===== config.mk =====
export PLATFORM = sky130hd
export DESIGN_NAME = decade_chain_ctrl_flat
export DESIGN_NICKNAME = d
export VERILOG_FILES = /design/src/rtl/decade_pkg.sv /design/src/rtl/decade_chain_ctrl_if.sv /design/src/rtl/decade_digit.sv /design/src/rtl/decade_chain_ctrl.sv /design/src/flat_wrapper.sv
export SDC_FILE = /design/constraint.sdc
export NUM_CORES = 1
export LEC_CHECK = 0
export BUFFER_PORTS_ARGS = -buffer_cell sky130_fd_sc_hd__buf_2
export CORE_AREA = 4 4 49 51
export CTS_BUF_LIST = sky130_fd_sc_hd__clkbuf_4
export DETAILED_ROUTE_END_ITERATION = 8
export DIE_AREA = 0 0 53 55
export GPL_TIMING_DRIVEN = 0
export PLACE_DENSITY_LB_ADDON = 0.2
export SLEW_MARGIN = 20
export SYNTH_ARGS = -nofsm -noshare
export SYNTH_HDL_FRONTEND = slang
export SYNTH_SLANG_ARGS = --single-unit

===== constraint.sdc =====
create_clock -name clk -period 2.47 [get_ports clk]
set_clock_uncertainty 0.15 [all_clocks]
set_input_delay 0.3705 -clock clk [delete_from_list [all_inputs] [get_ports clk]]
set_output_delay 0.3705 -clock clk [all_outputs]
set_load 0.02 [all_outputs]

===== src/rtl/decade_pkg.sv =====
// Shared state encoding and BCD constants for the decade counter chain.
package decade_pkg;

    typedef enum logic [1:0] {
        ST_IDLE  = 2'd0,
        ST_RUN   = 2'd1,
        ST_PAUSE = 2'd2,
        ST_DONE  = 2'd3
    } state_t;

    localparam int         BCD_W   = 4;
    localparam logic [3:0] BCD_MAX = 4'd9;

    function automatic logic bcd_ok(input logic [BCD_W-1:0] d);
        return d <= BCD_MAX;
    endfunction

endpackage


===== src/rtl/decade_chain_ctrl_if.sv =====
// Command, target and status bundle between board command logic and the counter chain.
interface decade_chain_ctrl_if
    import decade_pkg::*;
#(
    parameter int NDIG = 2
) ();
    // Commands are levels sampled every clock; there is no valid/ready handshake,
    // so the master must hold or pulse them synchronously to clk.
    logic              start;
    logic              stop;
    logic              clear;
    logic              count_in;
    logic [4*NDIG-1:0] target;
    logic [4*NDIG-1:0] digits;
    logic              busy;
    logic              done;
    logic              overflow;
    state_t            state;

    modport master (
        output start, stop, clear, count_in, target,
        input  digits, busy, done, overflow, state
    );

    modport slave (
        input  start, stop, clear, count_in, target,
        output digits, busy, done, overflow, state
    );
endinterface


===== src/rtl/decade_digit.sv =====
// One BCD digit (0-9) with synchronous clear and a terminal-count flag at 9.
module decade_digit
    import decade_pkg::*;
(
    input  logic             clk,
    input  logic             rst_n,
    input  logic             clr,
    input  logic             en,
    output logic [BCD_W-1:0] q,
    output logic             tc
);

    assign tc = (q == BCD_MAX);

    always_ff @(posedge clk) begin
        if (!rst_n) begin
            q <= '0;
        end else if (clr) begin
            q <= '0;
        end else if (en) begin
            q <= tc ? 4'd0 : q + 4'd1;
        end
    end

endmodule


===== src/rtl/decade_chain_ctrl.sv =====
// Run-control FSM over NDIG cascaded BCD digits with terminal match and sticky wrap flag.
module decade_chain_ctrl
    import decade_pkg::*;
#(
    parameter int NDIG = 2
) (
    input logic               clk,
    input logic               rst_n,
    decade_chain_ctrl_if.slave bus
);

    state_t            state;
    logic              busy_r;
    logic              done_r;
    logic              ovf_r;
    logic              inc;
    logic              wrap;
    logic              tgt_ok;
    logic              match;
    logic [NDIG-1:0]   tc;
    logic [NDIG:0]     carry;
    logic [4*NDIG-1:0] q;
    logic [4*NDIG-1:0] nxt;

    // Start outranks stop, so a RUN cycle with both still counts.
    assign inc = (state == ST_RUN) && !bus.clear && (bus.start || !bus.stop) && bus.count_in;

    assign carry[0] = inc;

    for (genvar i = 0; i < NDIG; i++) begin : g_dig
        decade_digit u_digit (
            .clk   (clk),
            .rst_n (rst_n),
            .clr   (bus.clear),
            .en    (carry[i]),
            .q     (q[4*i +: 4]),
            .tc    (tc[i])
        );
        assign carry[i+1]    = carry[i] & tc[i];
        assign nxt[4*i +: 4] = carry[i] ? (tc[i] ? 4'd0 : q[4*i +: 4] + 4'd1) : q[4*i +: 4];
    end

    assign wrap = carry[NDIG];

    always_comb begin
        tgt_ok = 1'b1;
        for (int i = 0; i < NDIG; i++) begin
            if (!bcd_ok(bus.target[4*i +: 4])) tgt_ok = 1'b0;
        end
    end

    // On a match the digits already land on the target, so no separate load is needed.
    assign match = inc && tgt_ok && (nxt == bus.target);

    always_ff @(posedge clk) begin
        if (!rst_n) begin
            state  <= ST_IDLE;
            busy_r <= 1'b0;
            done_r <= 1'b0;
            ovf_r  <= 1'b0;
        end else begin
            done_r <= 1'b0;
            if (bus.clear) begin
                state  <= ST_IDLE;
                busy_r <= 1'b0;
                ovf_r  <= 1'b0;
            end else begin
                case (state)
                    ST_IDLE, ST_PAUSE, ST_DONE: begin
                        if (bus.start) begin
                            state  <= ST_RUN;
                            busy_r <= 1'b1;
                        end
                    end
                    ST_RUN: begin
                        if (!bus.start && bus.stop) begin
                            state <= ST_PAUSE;
                        end else if (inc) begin
                            if (wrap) ovf_r <= 1'b1;
                            if (match) begin
                                state  <= ST_DONE;
                                busy_r <= 1'b0;
                                done_r <= 1'b1;
                            end
                        end
                    end
                    default: state <= ST_IDLE;
                endcase
            end
        end
    end

    assign bus.digits   = q;
    assign bus.busy     = busy_r;
    assign bus.done     = done_r;
    assign bus.overflow = ovf_r;
    assign bus.state    = state;

endmodule


===== src/flat_wrapper.sv =====
// flat-port wrapper written by rule: the top's interface ports become plain ports
module decade_chain_ctrl_flat import decade_pkg::*;
#(
    parameter int NDIG = 2
)
  (clk, rst_n, bus_start, bus_stop, bus_clear, bus_count_in, bus_target, bus_digits, bus_busy, bus_done, bus_overflow, bus_state);
  decade_chain_ctrl_if #(.NDIG(NDIG)) bus_i ();
  input logic clk;
  input logic rst_n;
  input wire logic [$bits(bus_i.start)-1:0] bus_start;
  input wire logic [$bits(bus_i.stop)-1:0] bus_stop;
  input wire logic [$bits(bus_i.clear)-1:0] bus_clear;
  input wire logic [$bits(bus_i.count_in)-1:0] bus_count_in;
  input wire logic [$bits(bus_i.target)-1:0] bus_target;
  output wire logic [$bits(bus_i.digits)-1:0] bus_digits;
  output wire logic [$bits(bus_i.busy)-1:0] bus_busy;
  output wire logic [$bits(bus_i.done)-1:0] bus_done;
  output wire logic [$bits(bus_i.overflow)-1:0] bus_overflow;
  output wire logic [$bits(bus_i.state)-1:0] bus_state;
  assign bus_i.start = bus_start;
  assign bus_i.stop = bus_stop;
  assign bus_i.clear = bus_clear;
  assign bus_i.count_in = bus_count_in;
  assign bus_i.target = bus_target;
  assign bus_digits = bus_i.digits;
  assign bus_busy = bus_i.busy;
  assign bus_done = bus_i.done;
  assign bus_overflow = bus_i.overflow;
  assign bus_state = bus_i.state;
  decade_chain_ctrl #(.NDIG(NDIG)) u_core (.clk(clk), .rst_n(rst_n), .bus(bus_i));
endmodule

==> out/results.txt <==
initial core utilization -> 44.9%
asr flop ratio synth -> 0%
Crit path depth -> 8
FMAX -> 406 MHz
startpoint types -> flop
Vias -> 837
clock sinks -> 13
gr usage total -> 15.3%
largest net degree at the start of global routing -> 11
DRC Markers -> 0
R2R Setup Slk -> 0.006 ns
TritonCTS clock tree -> done
wire per inst -> 13.3 um
syn_nets -> 117
mux share of post-synthesis cell area -> 3.44%
worst reg2reg path depth -> 8
Worst Path Max Fanout -> 3
met2 WL post-DR -> 1060 um
die width -> 53 um
Via density -> 5.20
Mapped Cells -> 99
Die Area -> 2920 um2
Post-Place Cells -> 152
critical path's slowest cell -> or4_4
layout cells sized above 1 -> 44.0%
Slew Viols, Final -> 0
final net count -> 153
family with the most delay on the worst path -> simple AND/OR/NAND/NOR gates
vias in the first global route -> 765
1st-iter DRT viols -> 11
Synth Area in XOR/XNOR -> 6.03%
DIE HEIGHT -> 55 um
CP endpoint -> u_core.bus.busy
DR pass1 iterations -> 4
CP bufs+invs -> 1
Layout area overhead -> 33.3%
period utilization -> 99.7%
largest stage delay on the critical path -> 0.52 ns
placed inst area -> 1040 um2
Non-Filler Cell Area, Final -> 1160 um2
Synth Area in Simple Gates -> 37.0%
Leak -> 0.485 nW
WP data required -> 2.48 ns
M1 wire length -> 986 um
Least-Margin Pin Slew -> 0.511 ns
core area -> 1940 um2
I/O pins -> 27
Longest Clk Path Bufs -> 2
Synth Area in Adders -> 5.74%
count leader, synth -> dfxtp_1
most instantiated cells after synthesis -> dfxtp_1 (13), nor2_1 (10), a21oi_1 (9)
syn_area_per_cell -> 8.81 um2
Power Dens Cells -> 344 nW/um2
#FFs+latches synth -> 13
Synth Area in Compound Gates -> 14.5%
DRT Wirelength -> 2150 um
Yosys top cell by area -> dfxtp_1
Most used DFF post-synth -> dfxtp_1
met3 WL -> 95 um
Final min period -> 2.46 ns
IO buf count -> 26
Reg-to-Reg Start -> u_core.g_dig[0].u_digit.q[1]
total CTS buffers -> 3
post-synth top area share -> 29.8%
first-pass GRT wire length -> 3290 um
routability cong. -> 0.777
Min-Delay Path Class -> primary input to flop
Detail Placement HPWL -> 1550 um
post-route ant nets -> 0
final std cells w/o fill -> 161
H-tree depth -> 1
largest family of logic cells by synthesized area -> simple AND/OR/NAND/NOR gates
hold_buf cts -> 0
Max Used Layer -> met3
Core Rows -> 16
Worst-Skew Late Latency -> 0.27 ns
Fin. Hold Viols -> 0
top cells by area, synth -> dfxtp_1 (30%), ha_1 (5.7%), a21oi_1 (5.2%)
initial antenna violation count -> 0
Worst-path clk slew -> 0.09 ns
Reg-to-Reg End -> u_core.bus.busy
critical path arrival -> 2.47 ns
total global routing overflow -> 0
Post-synth EDFFs -> 0
post-synthesis instance area -> 872 um2
status -> finished clean
Antenna diodes -> 0
Yosys warning total -> 0
setup violators final -> 0
Max VDD drop -> 306 uV
CP endpoint kind -> flop
Distinct cells, synth -> 39
Rel. slew slack -> 65.9%
CP Launch Point -> u_core.g_dig[0].u_digit.q[1]
Root Buffer -> clkbuf_4
fillers -> 199
critical setup path kind -> flop to flop
max cap viols -> 0
CP cell instances -> inv_2, ha_4, and3b_2, nand3_4, or3_4, and3_4, or4_4, o31a_1
RSZ-0062 raised after global routing -> true
sequential-to-total area share from yosys stat -> 29.8%
## kinds of logic after synthesis
kind of cell / Yosys count
simple gates: 49
compound gates: 18
flops: 13
xor+xnor: 6
buf+inv: 6
fa+ha+maj: 4
mux: 3
## what timing repair did
| action | in CTS | in global routing |
|---|---|---|
| resized for setup | 3 | 10 |
| pin swaps | 4 | 7 |
| endpoints found under the setup margin | 3 | 3 |
| setup buffers | 4 | 2 |
## placed cells by master (no fill, tap or decap), types with 4 or more instances in the layout
cell,count
buf_2,26
nor2_1,10
a21oi_1,9
dfxtp_1,8
nand2_1,6
buf_4,5
nand3_1,4
clkbuf_4,4
## tightest hold or removal path, stage by stage
cell and delay [ns]:
buf_2 0.12, a21oi_1 0.05, nor2_1 0.07
## where the power goes
part	total (mW)	internal, mW	leakage (nW)	switching (mW)
Combinational	0.0468	0.0224	0.359	0.0244
Sequential	0.211	0.209	0.108	0.00203
Clock	0.142	0.0734	0.0184	0.0689
Total	0.400	0.305	0.485	0.0954
## flip-flops by register name, indices dropped and copies added (netlist names)
signal                  flops
u_core.g_dig.u_digit.q      8
u_core.bus.state            2
u_core.bus.busy             1
u_core.bus.done             1
u_core.bus.overflow         1
## metrics by stage
step	setup TNS (ns)	setup WS, ns	hold WS (ns)	power (mW)	util (%)
after detailed placement	-0.302	-0.151	0.307	0.260	53.7
after floorplan	-0.0277	-0.0277	0.338	0.239	-
after CTS	-0.127	-0.0887	0.210	0.404	57.5
after global routing	-0.158	-0.0609	0.235	0.423	59.9
final	0	0.00630	0.218	0.400	59.9
after global placement	-0.255	-0.135	0.297	0.259	53.7
## final cells by class
cell class              instances  area [um2]  area share, %
plain buffers                   1        3.75          0.323
clock buffers                   4        30.0           2.58
inverters                       4        15.0           1.29
multi-input cells              80         629           54.1
flip-flops and latches         13         272           23.4
well taps                      27        33.8           2.91
repair buffers                 32         179           15.4
## worst min-delay path by stage
stage                                    from                  end  slack [ns]  cells past startpoint
after detailed placement  u_core.bus.overflow  u_core.bus.overflow        0.31                      2
after floorplan                     bus_start  u_core.bus.state[0]        0.34                      2
after global placement    u_core.bus.overflow  u_core.bus.overflow        0.30                      2
after global routing                bus_start  u_core.bus.state[0]        0.23                      3
final                               bus_start  u_core.bus.state[0]        0.22                      3
after CTS                           bus_start  u_core.bus.state[0]        0.21                      3
## routing by layer
layer  vias up  global-route usage [%]
met4         0                    3.83
met5         -                       0
met1       395                    19.4
li1        428                       -
met2        14                    26.2
met3         0                    3.49
Note: power is estimated with default switching activity, not from simulation.
